**src/rtl/ysyx_23060187_muldiv_pkg.sv**
```systemverilog
// ysyx_23060187_muldiv_pkg
//  Shared types and constants for the RV32M multiply/divide unit.
//  XLEN_DEFAULT : default operand/result width
//  state_e      : unit FSM states (IDLE, BUSY, DONE)
//  op_e         : internal op code after strobe priority resolution
//  DIV_ZERO_Q   : quotient returned for division by zero
//  sel_op       : priority encoder mul > mulh > div > divu > rem > remu
package ysyx_23060187_muldiv_pkg;

  localparam int XLEN_DEFAULT = 32;

  localparam logic [XLEN_DEFAULT-1:0] DIV_ZERO_Q = {XLEN_DEFAULT{1'b1}};

  typedef enum logic [1:0] {
    IDLE = 2'd0,
    BUSY = 2'd1,
    DONE = 2'd2
  } state_e;

  typedef enum logic [2:0] {
    OP_MUL  = 3'd0,
    OP_MULH = 3'd1,
    OP_DIV  = 3'd2,
    OP_DIVU = 3'd3,
    OP_REM  = 3'd4,
    OP_REMU = 3'd5,
    OP_NONE = 3'd6
  } op_e;

  // Multi-hot strobes collapse to the highest-priority op; no strobe gives OP_NONE.
  function automatic op_e sel_op(input logic mul, input logic mulh, input logic div,
                                 input logic divu, input logic rem, input logic remu);
    if (mul)       return OP_MUL;
    else if (mulh) return OP_MULH;
    else if (div)  return OP_DIV;
    else if (divu) return OP_DIVU;
    else if (rem)  return OP_REM;
    else if (remu) return OP_REMU;
    else           return OP_NONE;
  endfunction

endpackage

```
**src/rtl/ysyx_23060187_muldiv_divcore.sv**
```systemverilog
// ysyx_23060187_divcore
//  Restoring unsigned divider datapath: one quotient bit per enabled cycle.
//  Ports:
//   clk, rst          : clock, synchronous active-high reset
//   load              : capture dividend/divisor, clear partial remainder
//   en                : perform one restoring step
//   dividend, divisor : unsigned magnitudes
//   quot_nxt, rem_nxt : quotient/remainder after the current step (combinational),
//                       so the caller can capture the final answer on the last step edge
module ysyx_23060187_divcore
  import ysyx_23060187_muldiv_pkg::*;
#(
  parameter int XLEN = XLEN_DEFAULT
) (
  input  logic            clk,
  input  logic            rst,
  input  logic            load,
  input  logic            en,
  input  logic [XLEN-1:0] dividend,
  input  logic [XLEN-1:0] divisor,
  output logic [XLEN-1:0] quot_nxt,
  output logic [XLEN-1:0] rem_nxt
);

  logic [XLEN-1:0] quot_r;
  logic [XLEN-1:0] rem_r;
  logic [XLEN-1:0] dvsr_r;
  logic [XLEN:0]   shift_s;
  logic [XLEN:0]   diff_s;

  // One restoring step: shift in the next dividend bit, subtract if it fits.
  // rem_r < dvsr_r always holds, so the difference fits back in XLEN bits.
  always_comb begin
    shift_s = {rem_r, quot_r[XLEN-1]};
    diff_s  = shift_s - {1'b0, dvsr_r};
    if (diff_s[XLEN]) begin
      rem_nxt  = shift_s[XLEN-1:0];
      quot_nxt = {quot_r[XLEN-2:0], 1'b0};
    end else begin
      rem_nxt  = diff_s[XLEN-1:0];
      quot_nxt = {quot_r[XLEN-2:0], 1'b1};
    end
  end

  // Quotient register starts as the dividend and fills with quotient bits from the right.
  always_ff @(posedge clk) begin
    if (rst) begin
      quot_r <= {XLEN{1'b0}};
      rem_r  <= {XLEN{1'b0}};
      dvsr_r <= {XLEN{1'b0}};
    end else if (load) begin
      quot_r <= dividend;
      rem_r  <= {XLEN{1'b0}};
      dvsr_r <= divisor;
    end else if (en) begin
      quot_r <= quot_nxt;
      rem_r  <= rem_nxt;
    end
  end

endmodule

```
**src/rtl/ysyx_23060187_muldiv.sv**
```systemverilog
// ysyx_23060187_muldiv
//  Iterative RV32M multiply/divide unit with valid/ready handshakes.
//  Ports:
//   clk, rst                  : clock, synchronous active-high reset
//   in_valid / in_ready       : operand handshake (in_ready high only in IDLE)
//   op_mul..op_remu           : decoded strobes, resolved by priority
//   src1, src2                : rs1 / rs2 values
//   out_valid / out_ready     : result handshake, result held until taken
//   result                    : XLEN result
//  Build option YSYX_23060187_FAST_MUL_EN: mul/mulh complete through a single
//  combinational multiplier in one cycle; otherwise a 32-step shift-add is used.
module ysyx_23060187_muldiv
  import ysyx_23060187_muldiv_pkg::*;
#(
  parameter int XLEN = XLEN_DEFAULT
) (
  input  logic            clk,
  input  logic            rst,
  input  logic            in_valid,
  output logic            in_ready,
  input  logic            op_mul,
  input  logic            op_mulh,
  input  logic            op_div,
  input  logic            op_divu,
  input  logic            op_rem,
  input  logic            op_remu,
  input  logic [XLEN-1:0] src1,
  input  logic [XLEN-1:0] src2,
  output logic            out_valid,
  input  logic            out_ready,
  output logic [XLEN-1:0] result
);

  localparam int CNT_W = $clog2(XLEN);
  localparam logic [XLEN-1:0] INT_MIN = {1'b1, {(XLEN-1){1'b0}}};

  state_e            state_r;
  op_e               op_r;
  op_e               op_s;
  logic [CNT_W-1:0]  cnt_r;
  logic              in_ready_r;
  logic              out_valid_r;
  logic [XLEN-1:0]   result_r;
  logic              neg_p_r;
  logic              neg_q_r;
  logic              neg_rem_r;
  logic [2*XLEN-1:0] mcand_r;
  logic [2*XLEN-1:0] prod_r;
  logic [XLEN-1:0]   mplier_r;
  logic [2*XLEN-1:0] prod_nxt_s;
  logic [2*XLEN-1:0] prod_fix_s;
  logic              signed_div_s;
  logic              signed_mul_s;
  logic [XLEN-1:0]   a_mag_s;
  logic [XLEN-1:0]   b_mag_s;
  logic              fast_hit_s;
  logic [XLEN-1:0]   fast_res_s;
  logic [XLEN-1:0]   quot_nxt_s;
  logic [XLEN-1:0]   rem_nxt_s;
  logic [XLEN-1:0]   quot_fix_s;
  logic [XLEN-1:0]   rem_fix_s;
  logic [XLEN-1:0]   final_s;
  logic              accept_s;
  logic              div_en_s;
`ifdef YSYX_23060187_FAST_MUL_EN
  logic [2*XLEN-1:0] full_prod_s;
`endif

  assign in_ready  = in_ready_r;
  assign out_valid = out_valid_r;
  assign result    = result_r;
  assign accept_s  = in_valid & in_ready_r;
  assign div_en_s  = (state_r == BUSY);

  // Resolve the op and take magnitudes; mul keeps raw bits since its low half is sign-agnostic.
  always_comb begin
    op_s         = sel_op(op_mul, op_mulh, op_div, op_divu, op_rem, op_remu);
    signed_div_s = (op_s == OP_DIV) || (op_s == OP_REM);
    signed_mul_s = (op_s == OP_MULH);
    if ((signed_div_s || signed_mul_s) && src1[XLEN-1]) begin
      a_mag_s = -src1;
    end else begin
      a_mag_s = src1;
    end
    if ((signed_div_s || signed_mul_s) && src2[XLEN-1]) begin
      b_mag_s = -src2;
    end else begin
      b_mag_s = src2;
    end
  end

`ifdef YSYX_23060187_FAST_MUL_EN
  // Sign-extended operands make the low 2*XLEN product bits the signed product.
  always_comb begin
    full_prod_s = {{XLEN{src1[XLEN-1]}}, src1} * {{XLEN{src2[XLEN-1]}}, src2};
  end
`endif

  // Cases that finish on the acceptance edge without iterating.
  always_comb begin
    fast_hit_s = 1'b0;
    fast_res_s = {XLEN{1'b0}};
    case (op_s)
      OP_DIV, OP_DIVU: begin
        if (src2 == {XLEN{1'b0}}) begin
          fast_hit_s = 1'b1;
          fast_res_s = DIV_ZERO_Q;
        end else if ((op_s == OP_DIV) && (src1 == INT_MIN) && (src2 == {XLEN{1'b1}})) begin
          fast_hit_s = 1'b1;
          fast_res_s = INT_MIN;
        end else begin
          fast_hit_s = 1'b0;
        end
      end
      OP_REM, OP_REMU: begin
        if (src2 == {XLEN{1'b0}}) begin
          fast_hit_s = 1'b1;
          fast_res_s = src1;
        end else if ((op_s == OP_REM) && (src1 == INT_MIN) && (src2 == {XLEN{1'b1}})) begin
          fast_hit_s = 1'b1;
          fast_res_s = {XLEN{1'b0}};
        end else begin
          fast_hit_s = 1'b0;
        end
      end
      OP_NONE: fast_hit_s = 1'b1;
`ifdef YSYX_23060187_FAST_MUL_EN
      OP_MUL: begin
        fast_hit_s = 1'b1;
        fast_res_s = full_prod_s[XLEN-1:0];
      end
      OP_MULH: begin
        fast_hit_s = 1'b1;
        fast_res_s = full_prod_s[2*XLEN-1:XLEN];
      end
`endif
      default: fast_hit_s = 1'b0;
    endcase
  end

  ysyx_23060187_divcore #(.XLEN(XLEN)) u_divcore (
    .clk      (clk),
    .rst      (rst),
    .load     (accept_s),
    .en       (div_en_s),
    .dividend (a_mag_s),
    .divisor  (b_mag_s),
    .quot_nxt (quot_nxt_s),
    .rem_nxt  (rem_nxt_s)
  );

  // Next shift-add partial product plus sign fix-up of whichever answer is being finished.
  always_comb begin
    if (mplier_r[0]) begin
      prod_nxt_s = prod_r + mcand_r;
    end else begin
      prod_nxt_s = prod_r;
    end
    if (neg_p_r) begin
      prod_fix_s = -prod_nxt_s;
    end else begin
      prod_fix_s = prod_nxt_s;
    end
    if (neg_q_r) begin
      quot_fix_s = -quot_nxt_s;
    end else begin
      quot_fix_s = quot_nxt_s;
    end
    if (neg_rem_r) begin
      rem_fix_s = -rem_nxt_s;
    end else begin
      rem_fix_s = rem_nxt_s;
    end
    case (op_r)
      OP_MUL:  final_s = prod_nxt_s[XLEN-1:0];
      OP_MULH: final_s = prod_fix_s[2*XLEN-1:XLEN];
      OP_DIV,
      OP_DIVU: final_s = quot_fix_s;
      OP_REM,
      OP_REMU: final_s = rem_fix_s;
      default: final_s = {XLEN{1'b0}};
    endcase
  end

  // Unit FSM: accept in IDLE, iterate XLEN steps in BUSY, hold the result in DONE.
  always_ff @(posedge clk) begin
    if (rst) begin
      state_r     <= IDLE;
      op_r        <= OP_NONE;
      cnt_r       <= {CNT_W{1'b0}};
      in_ready_r  <= 1'b1;
      out_valid_r <= 1'b0;
      result_r    <= {XLEN{1'b0}};
      neg_p_r     <= 1'b0;
      neg_q_r     <= 1'b0;
      neg_rem_r   <= 1'b0;
      mcand_r     <= {(2*XLEN){1'b0}};
      prod_r      <= {(2*XLEN){1'b0}};
      mplier_r    <= {XLEN{1'b0}};
    end else begin
      case (state_r)
        IDLE: begin
          if (accept_s) begin
            op_r       <= op_s;
            cnt_r      <= {CNT_W{1'b0}};
            in_ready_r <= 1'b0;
            mcand_r    <= {{XLEN{1'b0}}, a_mag_s};
            mplier_r   <= b_mag_s;
            prod_r     <= {(2*XLEN){1'b0}};
            neg_p_r    <= signed_mul_s & (src1[XLEN-1] ^ src2[XLEN-1]);
            neg_q_r    <= signed_div_s & (src1[XLEN-1] ^ src2[XLEN-1]);
            neg_rem_r  <= signed_div_s & src1[XLEN-1];
            if (fast_hit_s) begin
              state_r     <= DONE;
              out_valid_r <= 1'b1;
              result_r    <= fast_res_s;
            end else begin
              state_r <= BUSY;
            end
          end
        end
        BUSY: begin
          prod_r   <= prod_nxt_s;
          mcand_r  <= {mcand_r[2*XLEN-2:0], 1'b0};
          mplier_r <= {1'b0, mplier_r[XLEN-1:1]};
          cnt_r    <= cnt_r + CNT_W'(1);
          if (cnt_r == CNT_W'(XLEN-1)) begin
            state_r     <= DONE;
            out_valid_r <= 1'b1;
            result_r    <= final_s;
          end
        end
        DONE: begin
          if (out_ready) begin
            state_r     <= IDLE;
            out_valid_r <= 1'b0;
            in_ready_r  <= 1'b1;
          end
        end
        default: begin
          state_r     <= IDLE;
          out_valid_r <= 1'b0;
          in_ready_r  <= 1'b1;
        end
      endcase
    end
  end

endmodule

```
**config.mk**
```make
export PLATFORM = sky130hd
export DESIGN_NAME = ysyx_23060187_muldiv
export DESIGN_NICKNAME = d
export VERILOG_FILES = /design/src/rtl/ysyx_23060187_muldiv_pkg.sv /design/src/rtl/ysyx_23060187_muldiv_divcore.sv /design/src/rtl/ysyx_23060187_muldiv.sv
export SDC_FILE = /design/constraint.sdc
export NUM_CORES = 1
export LEC_CHECK = 0
export CAP_MARGIN = 20
export CORE_MARGIN = 4
export CORE_UTILIZATION = 50
export DETAILED_ROUTE_END_ITERATION = 8
export GPL_TIMING_DRIVEN = 0
export PLACE_DENSITY = 0.71
export SLEW_MARGIN = 15
export SYNTH_ARGS = -nofsm -noshare
export SYNTH_HDL_FRONTEND = slang
export SYNTH_HIERARCHICAL = 1
export SYNTH_SLANG_ARGS = --single-unit
```
**constraint.sdc**
```tcl
create_clock -name clk -period 4.7 [get_ports clk]
set_input_delay 0.47 -clock clk [delete_from_list [all_inputs] [get_ports clk]]
set_output_delay 0.47 -clock clk [all_outputs]
set_load 0.03 [all_outputs]
```
==> flow_summary.rst <==
.. list-table::
   :header-rows: 1

   * - Metric
     - Value
   * - Result of the run
     - finished with violations
   * - Violations in the final reports
     - setup timing
   * - Transition time of the tightest slew-check pin
     - approximately 1.3 ns
   * - Most used standard cells in the synthesized netlist
     - 421 x sky130_fd_sc_hd__nor2_1, 362 x sky130_fd_sc_hd__a21oi_1, 357 x sky130_fd_sc_hd__nand2_1
   * - Total Power
     - ~9 mW
   * - Maximum fanout along the worst path
     - 5
   * - Critical-path cell list
     - inv_2, ha_4, fa_2, nand2b_4, a21o_1, a211o_1, a21o_1, o211ai_2, nand4_4, clkinv_4, buf_12, mux2_4, or4_4, nor3_4, nand3_2, nor3_4, buf_6, buf_6, nand2_4, o41ai_4, xor2_2, o22ai_2, a21oi_2, a211oi_1
   * - Synth top area share
     - between 20 and 30%
   * - Worst Setup Slack, final
     - -0.821 ns
   * - Critical Path Max Stage Delay
     - roughly 0.54 ns
   * - Area taken by multi-input logic gates
     - between 0.015 and 0.02 sq mm
   * - Clk_skew
     - approximately 0.040 ns
   * - IO Pins
     - about 110
   * - Mapped cell area
     - between 0.02 and 0.025 sq mm
   * - Master cell of the clock root buffer
     - sky130_fd_sc_hd__clkbuf_16
   * - Setup violators final
     - 26
   * - Layout overhead on the synthesized area
     - 18.7%
   * - Vertical die dimension
     - between 200 and 250 um
   * - Post-synthesis sequential element count
     - about 300
   * - Critical Path Sink Type
     - register
   * - Initial Utilization
     - 51.0%
   * - Sum of routed wire length over all layers
     - roughly 100 mm
   * - Most frequent cell after synthesis
     - sky130_fd_sc_hd__nor2_1
   * - Post-route ant nets
     - 0
   * - Number of antenna violations at the first check in global routing
     - 1
   * - Number of buffers created by CTS
     - 38
   * - Worst R2R Path Depth
     - 24
   * - Global placer's final weighted congestion
     - 1.05
   * - Worst Path Arrival
     - just under 6 ns
   * - Final standard cell utilization of the core
     - 60.5%
   * - Cell type with the highest aggregate area in the netlist
     - sky130_fd_sc_hd__dfxtp_1
   * - Critical Path Stages
     - 24
   * - Clock latency on the worst-skew pair
     - between 0.5 and 0.6 ns
   * - TritonRoute pass-1 iters
     - 8
   * - Port-buffer cells
     - roughly 110
   * - Critical-path cell with the highest stage delay
     - sky130_fd_sc_hd__or4_4
   * - H-tree level count
     - 2
   * - Number of global-route vias before repair
     - between 20k and 30k
   * - Maximum buffer depth of the clock tree
     - 3
   * - Sinks on the clock net
     - slightly above 300
   * - R2R setup slack
     - -0.82 ns
   * - Placed cell area
     - 0.0258 sq mm
   * - Type of the most critical hold path
     - in2reg
   * - Final Slew Violations
     - 0
   * - Estimated wirelength of the detail-placed design
     - a little over 80 mm
   * - Average size of a mapped cell
     - 7.24 sq um
   * - Post-detailed-route via-to-cell ratio
     - around 6.5
   * - Final hold vios
     - 0
   * - Family of cells with the greatest summed delay on the critical path
     - compound AO/OA/AOI/OAI gates
   * - Endpoint required time on the critical path
     - slightly above 5 ns
   * - Final instance area
     - roughly 0.028 sq mm
   * - Global Route Usage Sum
     - between 30% and 40%
   * - Pin count of the biggest net entering global routing
     - 13
   * - Max IR drop VDD
     - just over 300 uV
   * - Dominant synthesized flop cell
     - sky130_fd_sc_hd__dfxtp_1
   * - Pwr per Cell Area
     - between 300 and 400 mW/mm^2
   * - Min Tclk post-route
     - 5.52 ns
   * - Proportion of layout cells with a drive suffix above 1
     - ~12%
   * - Area contributors post-synth
     - sky130_fd_sc_hd__dfxtp_1 25%, sky130_fd_sc_hd__a21oi_1 7.6%, sky130_fd_sc_hd__nor2_1 6.6%
   * - FP Rows
     - 79
   * - Horiz. Die Dim
     - ~230 um
   * - Syn_nets
     - between 3k and 4k
   * - Fill cell instance count of the final layout
     - ~4.3k
   * - Ys Warns
     - 6
   * - Antenna Cells
     - 0
   * - Kind of start point of the critical path
     - register
   * - Wire length of the first global-routing pass
     - 151 mm
   * - Final Cycle Share
     - 117%
   * - Number of enable-type register cells in the synthesized netlist
     - 0
   * - Area of all sequential standard cells
     - between 0.006 and 0.007 sq mm
   * - Post-Syn Instances
     - 3309
   * - Timing-limited maximum frequency
     - between 0.15 and 0.2 GHz
   * - Max-cap viol count
     - 0
   * - Wire per inst
     - 25.0 um
   * - Total Neg Setup Slack
     - -14.89 ns
   * - Clock transition time at the flip-flop clock pins of the worst setup and hold paths
     - 0.06 ns
   * - Worst slew margin relative to its limit
     - 14.9%
   * - Hold path depth
     - 3
   * - Overall via count from detail_route
     - approximately 27k
   * - Nets
     - 3668
   * - Static leakage
     - around 10 nW
   * - Crit path kind
     - reg2reg
   * - Area of the die
     - about 0.051 sq mm
   * - GRT overflow
     - 0
   * - Setup repair after global routing missed its margin
     - true
   * - Clock tree from TritonCTS
     - yes
   * - Number of violations reported at the end of detailed-routing iteration 0
     - around 3.2k
   * - Core area
     - about 0.047 sq mm
   * - Post-synthesis cell type count
     - ~100
   * - Number of DRC violations after detailed routing
     - 0
   * - Share of synthesized area occupied by flip-flops and latches
     - about 25%
   * - Fraction of registers with async set or reset after synthesis
     - 0%
   * - CP bufs+invs
     - 5
## report_power, final
part / switching [mW] / leakage (nW) / total (mW) / internal (mW)
Clock: 1.24 / 0.632 / 3.07 / 1.82
Combinational: 2.18 / 7.36 / 3.40 / 1.23
Sequential: 0.102 / 2.46 / 2.79 / 2.69
## logic make-up (layout without fill, tap and decap cells)
kind of cell / count (synthesis) / in the layout / share of synthesized area (%)
simple gates: 1229 / 1229 / 23.6
compound gates: 1020 / 1020 / 26.9
buf+inv: 324 / 532 / 5.76
flops: 303 / 303 / 25.3
xor+xnor: 204 / 204 / 7.46
mux: 125 / 125 / 5.46
fa+ha+maj: 104 / 104 / 5.50
## layout make-up
cell class,instances,area share (%)
clock inverters,13,0.594
repair buffers,141,4.76
multi-input cells,2682,61.7
flip-flops and latches,303,21.3
well taps,607,2.67
clock buffers,54,3.91
inverters,90,1.21
plain buffers,234,3.76
## per-layer routing
metal	vias up	global-route usage, %	routed length [um]
li1	12300	-	-
met1	12800	46.7	39900
met2	1453	63.2	47000
met3	380	5.15	7960
met4	2	25.1	8180
met5	-	0	7
## flip-flops by register name, indices dropped and copies added, names as in the netlist, 2 cells and up
signal            count
cnt_r                 5
u_divcore/rem_r      32
state_r               2
u_divcore/quot_r     32
mcand_r              64
prod_r               64
u_divcore/dvsr_r     32
result               32
mplier_r             32
op_r                  3
## repair_timing
action	CTS	global route
setup endpoints to repair	68	86
gates resized for setup	118	112
cloned	1	0
setup buffers	21	11
hold buffers	0	0
pin swaps	50	53
## layout by cell type, fill, tap and decap left out, drive strengths merged, types with 95 or more instances in the layout
| master | n |
|---|---|
| ha | 102 |
| o21ai | 206 |
| clkdlybuf4s50 | 106 |
| nand2 | 357 |
| clkbuf | 201 |
| nor2 | 422 |
| dfxtp | 303 |
| a21oi | 367 |
| xnor2 | 110 |
| mux2i | 95 |
| buf | 122 |
| nand3 | 115 |
## tightest hold or removal path, delay by kind of cell
family	cells	cell delay [ns]
AOI/OAI and AO/OA	1	0.06
and+or+nand+nor	1	0.13
buffers and inverters	1	0.21
## final timing paths
check	start	end
setup / recovery	u_divcore/quot_r[31]	result[21]
hold / removal	src1[31]	neg_rem_r
hold reg to reg	out_valid	out_valid
setup reg to reg	u_divcore/quot_r[31]	result[21]
## per-stage QoR
stage	setup slack (ns)	hold slack [ns]	std cells
3_3_place_gp	-1.64	0.458	4022
4_1_cts	-0.621	0.309	4112
5_1_grt	-0.986	0.399	4124
6_report	-0.821	0.327	4124
2_1_floorplan	-0.0156	0.448	3309
3_5_place_dp	-1.58	0.463	4023
(Power assumes the default switching activity.)
